$ cat config.mk
export PLATFORM = sky130hd
export DESIGN_NAME = vnlp_arbiter
export DESIGN_NICKNAME = d
export VERILOG_FILES = /design/src/rtl/vnlp_arbiter.sv
export SDC_FILE = /design/constraint.sdc
export NUM_CORES = 1
export LEC_CHECK = 0
export ABC_CLOCK_PERIOD_IN_PS = 3300
export CAP_MARGIN = 5
export CORE_ASPECT_RATIO = 0.6
export CORE_MARGIN = 2
export CORE_UTILIZATION = 47
export DETAILED_ROUTE_END_ITERATION = 8
export PLACE_DENSITY = 0.9
export SETUP_SLACK_MARGIN = 0.15
export SLEW_MARGIN = 30
export SYNTH_ARGS = -nofsm -noshare
export SYNTH_HDL_FRONTEND = slang
export SYNTH_SLANG_ARGS = --single-unit
$ cat constraint.sdc
create_clock -name clk -period 3.3 [get_ports clk]
set_input_delay 0.66 -clock clk [delete_from_list [all_inputs] [get_ports clk]]
set_output_delay 0.66 -clock clk [all_outputs]
set_load 0.02 [all_outputs]
$ cat src/rtl/vnlp_arbiter.sv
// ---------------------------------------------------------------------------
// vnlp_arbiter
//   Round-robin arbiter that shares one VNLP engine between N_REQ requesters.
//   A granted job is started with a one-cycle pulse, the engine result (or a
//   timeout abort) is captured into shared response registers, and the
//   response is offered to the owner until it is accepted.
//
// Ports
//   clk          rising-edge clock
//   reset        synchronous active-high reset
//   req          per-requester job request (level)
//   grant        one-hot owner of the engine, zero when idle
//   busy         high whenever the arbiter is not idle
//   eng_start    one-cycle engine start pulse
//   eng_done     engine completion, honoured only while waiting for it
//   eng_sum      engine Sum result
//   eng_len      engine Len result
//   rsp_valid    one-hot response valid towards the owner
//   rsp_ready    per-requester response accept
//   rsp_sum      captured Sum result
//   rsp_len      captured Len result
//   rsp_timeout  response corresponds to a timed-out job
// ---------------------------------------------------------------------------
module vnlp_arbiter #(
  parameter int unsigned N_REQ   = 4,
  parameter int unsigned TIMEOUT = 1024
) (
  input  logic             clk,
  input  logic             reset,
  input  logic [N_REQ-1:0] req,
  output logic [N_REQ-1:0] grant,
  output logic             busy,
  output logic             eng_start,
  input  logic             eng_done,
  input  logic [27:0]      eng_sum,
  input  logic [8:0]       eng_len,
  output logic [N_REQ-1:0] rsp_valid,
  input  logic [N_REQ-1:0] rsp_ready,
  output logic [27:0]      rsp_sum,
  output logic [8:0]       rsp_len,
  output logic             rsp_timeout
);

  localparam int unsigned SUM_W   = 28;
  localparam int unsigned LEN_W   = 9;
  // Sized for the largest legal TIMEOUT (2047).
  localparam int unsigned TIMER_W = 11;
  localparam int unsigned PTR_W   = (N_REQ > 1) ? $clog2(N_REQ) : 1;

  typedef enum logic [1:0] {
    S_IDLE,
    S_START,
    S_WAIT,
    S_RESP
  } state_t;

  state_t             state, state_next;
  logic [PTR_W-1:0]   ptr, ptr_next;
  logic [PTR_W-1:0]   owner, owner_next;
  logic [TIMER_W-1:0] timer, timer_next;
  logic [N_REQ-1:0]   grant_next;
  logic               busy_next;
  logic               eng_start_next;
  logic [N_REQ-1:0]   rsp_valid_next;
  logic [SUM_W-1:0]   sum_next;
  logic [LEN_W-1:0]   len_next;
  logic               timeout_next;

  logic               pick_found;
  logic [PTR_W-1:0]   pick_idx;

  // Round-robin pick: first asserted request at or after ptr, wrapping.
  always_comb begin
    int unsigned cand;
    pick_found = 1'b0;
    pick_idx   = '0;
    cand       = 0;
    for (int unsigned i = 0; i < N_REQ; i++) begin
      cand = (32'(ptr) + i) % N_REQ;
      if (!pick_found && req[PTR_W'(cand)]) begin
        pick_found = 1'b1;
        pick_idx   = PTR_W'(cand);
      end
    end
  end

  // Next-state and registered-output computation.
  always_comb begin
    state_next     = state;
    ptr_next       = ptr;
    owner_next     = owner;
    timer_next     = timer;
    grant_next     = grant;
    sum_next       = rsp_sum;
    len_next       = rsp_len;
    timeout_next   = rsp_timeout;
    eng_start_next = 1'b0;

    case (state)
      S_IDLE: begin
        if (pick_found) begin
          state_next     = S_START;
          owner_next     = pick_idx;
          grant_next     = N_REQ'(1) << pick_idx;
          eng_start_next = 1'b1;
        end
      end

      S_START: begin
        timer_next = '0;
        state_next = S_WAIT;
      end

      S_WAIT: begin
        timer_next = timer + TIMER_W'(1);
        // Completion takes priority over a coincident timeout.
        if (eng_done) begin
          sum_next     = eng_sum;
          len_next     = eng_len;
          timeout_next = 1'b0;
          state_next   = S_RESP;
        end else if (timer == TIMER_W'(TIMEOUT - 1)) begin
          sum_next     = '0;
          len_next     = '0;
          timeout_next = 1'b1;
          state_next   = S_RESP;
        end
      end

      S_RESP: begin
        // Only the owner's ready bit completes the handshake.
        if (rsp_ready[owner]) begin
          ptr_next   = (32'(owner) == N_REQ - 1) ? '0 : owner + PTR_W'(1);
          grant_next = '0;
          state_next = S_IDLE;
        end
      end

      default: begin
        state_next = S_IDLE;
        grant_next = '0;
      end
    endcase

    busy_next      = (state_next != S_IDLE);
    rsp_valid_next = (state_next == S_RESP) ? grant_next : '0;
  end

  // State and output registers.
  always_ff @(posedge clk) begin
    if (reset) begin
      state       <= S_IDLE;
      ptr         <= '0;
      owner       <= '0;
      timer       <= '0;
      grant       <= '0;
      busy        <= 1'b0;
      eng_start   <= 1'b0;
      rsp_valid   <= '0;
      rsp_sum     <= '0;
      rsp_len     <= '0;
      rsp_timeout <= 1'b0;
    end else begin
      state       <= state_next;
      ptr         <= ptr_next;
      owner       <= owner_next;
      timer       <= timer_next;
      grant       <= grant_next;
      busy        <= busy_next;
      eng_start   <= eng_start_next;
      rsp_valid   <= rsp_valid_next;
      rsp_sum     <= sum_next;
      rsp_len     <= len_next;
      rsp_timeout <= timeout_next;
    end
  end

endmodule

==> summary.md, run 1 <==
| Metric | Value |
|---|---|
| Largest net degree at the start of global routing | 53 |
| Reg-to-reg startpoint | owner[0] |
| Slew HR | 38.3% |
| Crit path buffers/inverters | 1 |
| Fin. Hold Viols | 0 |
| Final #Nets | 418 |
| Mapped Cells | 272 |
| DR WL/cell | 15.6 um |
| Area contributors post-synth | dfxtp_1, a22oi_1, nor2_1 |
| Slew Viols, Final | 0 |
| Total Wirelength | 6.77 mm |
| Number of global-route vias before repair | 2300 |
| CORE AREA | 0.00513 sq mm |
| Ys Warns | 0 |
| Via/cell ratio | 5.46 |
| Post-DP Area | 0.00352 sq mm |
| Mapped Nets | 326 |
| Overflow after GRT | 0 |
| CTS root buf | clkbuf_8 |
| Total track usage | 23.3% |
| Max clock buf depth | 2 |
| Total setup buffers inserted after CTS | 0 |
| Post-route clock period utilization | 70.6% |
| Post-synth top area share | 51.3% |
| CTS hold repair buffers | 0 |
| Area Overhead vs Synth | 47.9% |
| Rows | 20 |
| Peak per-stage delay on the critical path | 0.59 ns |
| Min Tclk post-route | 2.33 ns |
| CTS tree | built |
| Leak Pwr | 1.37 nW |
| Placer Congestion | 0.757 |
| Layout cells sized above 1 | 7.59% |
| Clock latency on the worst-skew pair | 0.34 ns |
| Avg Synthesized Cell Area | 9.32 sq um |
| First-pass GRT wire length | 10.8 mm |
| Hold path depth | 2 |
| Critical Path End | rsp_valid[0] |
| Reg-to-Reg End | rsp_valid[0] |
| CTS Buf Count | 9 |
| Clk_skew | 0.0100 ns |
| Worst Setup SP | req[1] |
| Slew at the pin with the worst max-slew slack | 0.925 ns |
| Post-synthesis sequential area ratio | 51.3% |
| Die H | 60.9 um |
| Final core occ | 73.1% |
| Initial antenna violation count | 0 |
| Filler instances | 377 |
| Top sig layer | met4 |
| M1 WL | 3.01 mm |
| Die X | 98.8 um |
| Post-DRT Antenna Nets | 0 |
| Pwr per Cell Area | 497 mW/mm^2 |
| Final Instance Area | 0.00375 sq mm |
| Slowest cell on crit path | or4b_4 |
| Total die area | 0.00602 sq mm |
| Number of synthesized flops with an enable pin | 0 |
| Setup TNS Final | 0 ns |
| Largest area contributor in the netlist | dfxtp_1 |
| RSZ-0062 raised after global routing | no |
| Worst min path class | reg -> reg |
| Sink Count | 65 |
| Initial Util | 49.4% |
| Post-route DRC | 0 |
| Reg2reg path depth | 5 |
| Synth async-reset ratio | 0% |
| CTS H-tree depth | 3 |
| Crit Path Max Fanout | 8 |
| Io pins | 96 |
| CTS-repair resized insts | 0 |
| DR WL met2 | 2.98 mm |
| Most common cell after layout, fill and taps aside | clkdlybuf4s50_1 |
| Crit path DAT | 2.60 ns |
| Cell class contributing the biggest share of worst-path delay | simple AND/OR/NAND/NOR gates |
| WP data required | 3.57 ns |
| Maximum VDD drop | 0.364 mV |
| Post-synthesis cell area | 0.00253 sq mm |
| Max-Cap Viols | 0 |
| Critical path depth | 5 |
| DP Wirelength | 4.73 mm |
| Drt pass-1 iters | 4 |
| Vias | 2377 |
| Netlist cell types | 35 |
| Setup violators final | 0 |
| Diode count | 0 |
| Clock Pin Slew Worst Setup and Hold Paths | 0.07 ns |
| Critical path class | in -> reg |
| Top_reg_cell synth | dfxtp_1 |
| Outcome | completed |
| Most frequent cells in the layout | clkdlybuf4s50_1, dfxtp_1, nor2_1 |
| Crit end category | flip-flop |
| Fmax | 429 MHz |
| Cell Chain, Critical Path | clkdlybuf4s50_1, nor4_1, nor2b_1, or4b_4, nor2_1 |
| Seq cells post-synth | 65 |
| Final Power | 1.86 mW |
| CP startpoint kind | input pin |
| Starting DRT DRC Count | 104 |
| DR WL met3 | 669 um |
| Input/output buffers | 95 |
| Reg-to-reg setup timing slack | 1.29 ns |
-- metal layers --
metal / global-route usage (%) / vias to the layer above
met5: 0 / -
met4: 9.78 / 0
met3: 9.22 / 14
met2: 36.4 / 98
met1: 29.4 / 1119
li1: - / 1146
-- final cells by class --
class                      count  area [sq um]  area share (%)
inverter                       5          18.8           0.501
tap                           66          82.6            2.20
multi-input combinational    186          1160            30.9
sequential                    65          1300            34.7
clock buffer                  11           151            4.04
clock inverter                 5          77.6            2.07
timing repair buffer          97           961            25.6
-- worst min path at each step --
stage	start	slack (ns)	endpoint
global route	rsp_sum[24]	0.52	rsp_sum[24]
detailed placement	rsp_timeout	0.48	rsp_timeout
finish	rsp_timeout	0.49	rsp_timeout
global placement	rsp_timeout	0.48	rsp_timeout
floorplan	timer[8]	0.47	timer[8]
CTS	rsp_timeout	0.49	rsp_timeout
-- flip-flops by register name (all words and copies together), names as in the netlist --
signal / cells
owner: 2
eng_start: 1
state: 2
rsp_len: 9
busy: 1
grant: 4
ptr: 2
rsp_sum: 28
rsp_valid: 4
rsp_timeout: 1
timer: 11
-- cell families (layout without fill, tap and decap cells) --
group / Yosys count / in the layout / synth area share [%]
flops: 65 / 65 / 51.3
xor+xnor: 8 / 8 / 2.76
fa+ha+maj: 6 / 6 / 2.96
simple gates: 103 / 103 / 19.2
mux: 6 / 6 / 2.47
buf+inv: 21 / 118 / 3.11
compound gates: 63 / 63 / 18.2
-- worst min-delay path: stages (launching register included) --
cell,delay [ns]
dfxtp_1,0.31
nor2_1,0.10
nor3_1,0.05
-- metrics by stage --
stage	instances	hold WS [ns]	setup slack, ns
floorplan	272	0.467	1.39
global placement	419	0.478	0.760
detailed placement	419	0.480	0.689
CTS	435	0.494	1.01
global route	435	0.524	0.879
finish	435	0.493	0.971
-- power by group --
group / switching (mW) / internal (mW)
combinational: 0.138 / 0.138
sequential: 0.0211 / 0.812
clock: 0.292 / 0.464
-- cell usage after synthesis, types with 2 or more instances --
master    instances
clkbuf_1         16
or3_1             3
o221a_2           2
nand4_1           2
nor2_1           62
dfxtp_1          65
nor2b_1           7
a32oi_1           4
nand2_1           9
xor2_1            4
mux2_2            2
nor3_1            7
inv_1             5
a21oi_1           8
and3_1            2
ha_1              6
o22ai_1           2
mux2i_1           4
xnor2_1           4
o21ai_0           4
a22oi_1          37
nand2b_1          4
(Power assumes the default switching activity.)
==> run 2, diff against run 1 <==
--- a/config.mk
+++ b/config.mk
@@ -5,13 +5,13 @@
 export SDC_FILE = /design/constraint.sdc
 export NUM_CORES = 1
 export LEC_CHECK = 0
-export ABC_CLOCK_PERIOD_IN_PS = 3300
+export ABC_CLOCK_PERIOD_IN_PS = 1900
 export CAP_MARGIN = 5
 export CORE_ASPECT_RATIO = 0.6
 export CORE_MARGIN = 2
-export CORE_UTILIZATION = 47
+export CORE_UTILIZATION = 39
 export DETAILED_ROUTE_END_ITERATION = 8
-export PLACE_DENSITY = 0.9
+export PLACE_DENSITY = 0.8
 export SETUP_SLACK_MARGIN = 0.15
 export SLEW_MARGIN = 30
 export SYNTH_ARGS = -nofsm -noshare
==> constraint.sdc (replaced) <==
create_clock -name clk -period 1.9 [get_ports clk]
set_input_delay 0.38 -clock clk [delete_from_list [all_inputs] [get_ports clk]]
set_output_delay 0.38 -clock clk [all_outputs]
set_load 0.02 [all_outputs]
==> summary.md, run 2 (same netlist as run 1, synthesis figures left out) <==
| Metric | Value |
|---|---|
| Outcome | completed |
| Reg-to-Reg End | rsp_valid[0] |
| Final core occ | 70.2% |
| WP data required | 2.17 ns |
| Min Tclk post-route | 1.79 ns |
| Clock Pin Slew Worst Setup and Hold Paths | 0.08 ns |
| Io pins | 96 |
| Most frequent cells in the layout | clkdlybuf4s50_1, nor2_1, dfxtp_1 |
| Post-DP Area | 0.00367 sq mm |
| Clock latency on the worst-skew pair | 0.34 ns |
| Peak per-stage delay on the critical path | 0.57 ns |
| Setup TNS Final | 0 ns |
| CTS Buf Count | 9 |
| Hold path depth | 2 |
| Input/output buffers | 95 |
| Clk_skew | 0.0130 ns |
| DR WL/cell | 16.9 um |
| CTS H-tree depth | 3 |
| Largest net degree at the start of global routing | 39 |
| Rows | 22 |
| Initial Util | 40.9% |
| Diode count | 0 |
| Post-route DRC | 0 |
| Crit path DAT | 2.06 ns |
| Overflow after GRT | 0 |
| Post-route clock period utilization | 94.1% |
| Vias | 2531 |
| Pwr per Cell Area | 738 mW/mm^2 |
| Reg-to-reg setup timing slack | 0.11 ns |
| CTS tree | built |
| Final Instance Area | 0.00435 sq mm |
| Fin. Hold Viols | 0 |
| Slowest cell on crit path | or4b_4 |
| Placer Congestion | 0.817 |
| Slew at the pin with the worst max-slew slack | 0.479 ns |
| Number of global-route vias before repair | 2339 |
| Via/cell ratio | 5.26 |
| Final #Nets | 446 |
| Area Overhead vs Synth | 71.6% |
| CTS hold repair buffers | 0 |
| Most flops, register | rsp_sum |
| Reg2reg path depth | 7 |
| Total track usage | 20.1% |
| Hold EP | owner[0] |
| Slew Viols, Final | 0 |
| Fmax | 559 MHz |
| Final Power | 3.21 mW |
| Die H | 66.5 um |
| Critical path class | reg -> reg |
| Placed cell count | 451 |
| Most common cell after layout, fill and taps aside | clkdlybuf4s50_1 |
| Max FFs per register | 28 |
| Reg-to-reg startpoint | state[0] |
| Leak Pwr | 1.63 nW |
| Max clock buf depth | 2 |
| RSZ-0062 raised after global routing | yes |
| Post-DRT Antenna Nets | 0 |
| Setup violators final | 0 |
| Worst Setup SP | state[0] |
| CORE AREA | 0.00619 sq mm |
| Starting DRT DRC Count | 142 |
| Layout cells sized above 1 | 28.0% |
| Beginning of the worst hold path | reset |
| Hold slack | 0.486 ns |
| First-pass GRT wire length | 11.2 mm |
| Cell Chain, Critical Path | buf_6, ha_4, nand2b_4, o22ai_2, a21oi_2, or4b_4, nor2_1 |
| CP startpoint kind | flip-flop |
| Die X | 108 um |
| Setup slack after layout | 0.112 ns |
| Slew HR | 68.0% |
| Total die area | 0.00718 sq mm |
| Total Wirelength | 8.12 mm |
| Final Instance Count excl. Fillers | 481 |
| Drt pass-1 iters | 4 |
| DP Wirelength | 4.74 mm |
| Maximum VDD drop | 0.543 mV |
| Worst slack at placement | -0.226 ns |
| CTS root buf | clkbuf_8 |
| Max-Cap Viols | 0 |
| Top Registers | rsp_sum x28, timer x11, rsp_len x9 |
| Initial antenna violation count | 0 |
| Worst min path class | in -> reg |
| Crit end category | flip-flop |
| Crit Path Max Fanout | 5 |
| Sink Count | 65 |
[run 2: changes by cell type in the layout (fill, tap and decap cells not counted), moves of 6 or more]
cell     delta
buf_4      +18
a22oi_2    +23
a22oi_1    -23
buf_6       +6
dfxtp_1     -9
dfxtp_2     +6
[run 2: repair_timing]
action / in CTS / in global routing
gates resized for setup: 18 / 59
gates cloned: 0 / 5
setup buffers: 4 / 5
endpoints found under the setup margin: 7 / 49
pin swaps: 7 / 13
[run 2: how the worst max path moves through the flow]
stage                               to  depth (start not counted)
final                     rsp_valid[0]                          7
after global placement    rsp_valid[0]                          6
after global routing      rsp_valid[2]                          5
after floorplan           rsp_valid[0]                          7
after CTS                 rsp_valid[2]                          6
after detailed placement  rsp_valid[1]                          6
[run 2: worst max-delay path: cells and delay by family (launching register included)]
kind                       cells  cell delay, ns
AOI/OAI and AO/OA              2            0.32
adders and majority gates      1            0.17
buffers and inverters          1            0.13
DFF                            1            0.35
and+or+nand+nor                3            0.76
[run 2: report_power, final]
part,switching [mW],internal [mW]
registers,0.0442,1.41
logic,0.332,0.368
clock network,0.572,0.484
total,0.948,2.26
[run 2: metal layers]
metal | part of all wire [%] | routed length (um) | up-vias | track usage [%]
met5 | 0 | 0 | - | 0
met4 | 1.6 | 128 | 0 | 5.45
met3 | 7.7 | 626 | 13 | 8.41
met2 | 45 | 3670 | 94 | 30.0
met1 | 45 | 3690 | 1217 | 26.8
li1 | - | - | 1207 | -
[run 2: layout make-up]
class	count	area (sq um)
inverter	5	18.8
timing repair buffer	125	1270
tap	84	105
clock buffer	9	124
clock inverter	7	55.1
multi-input combinational	186	1460
sequential	65	1320
fill	438	1840
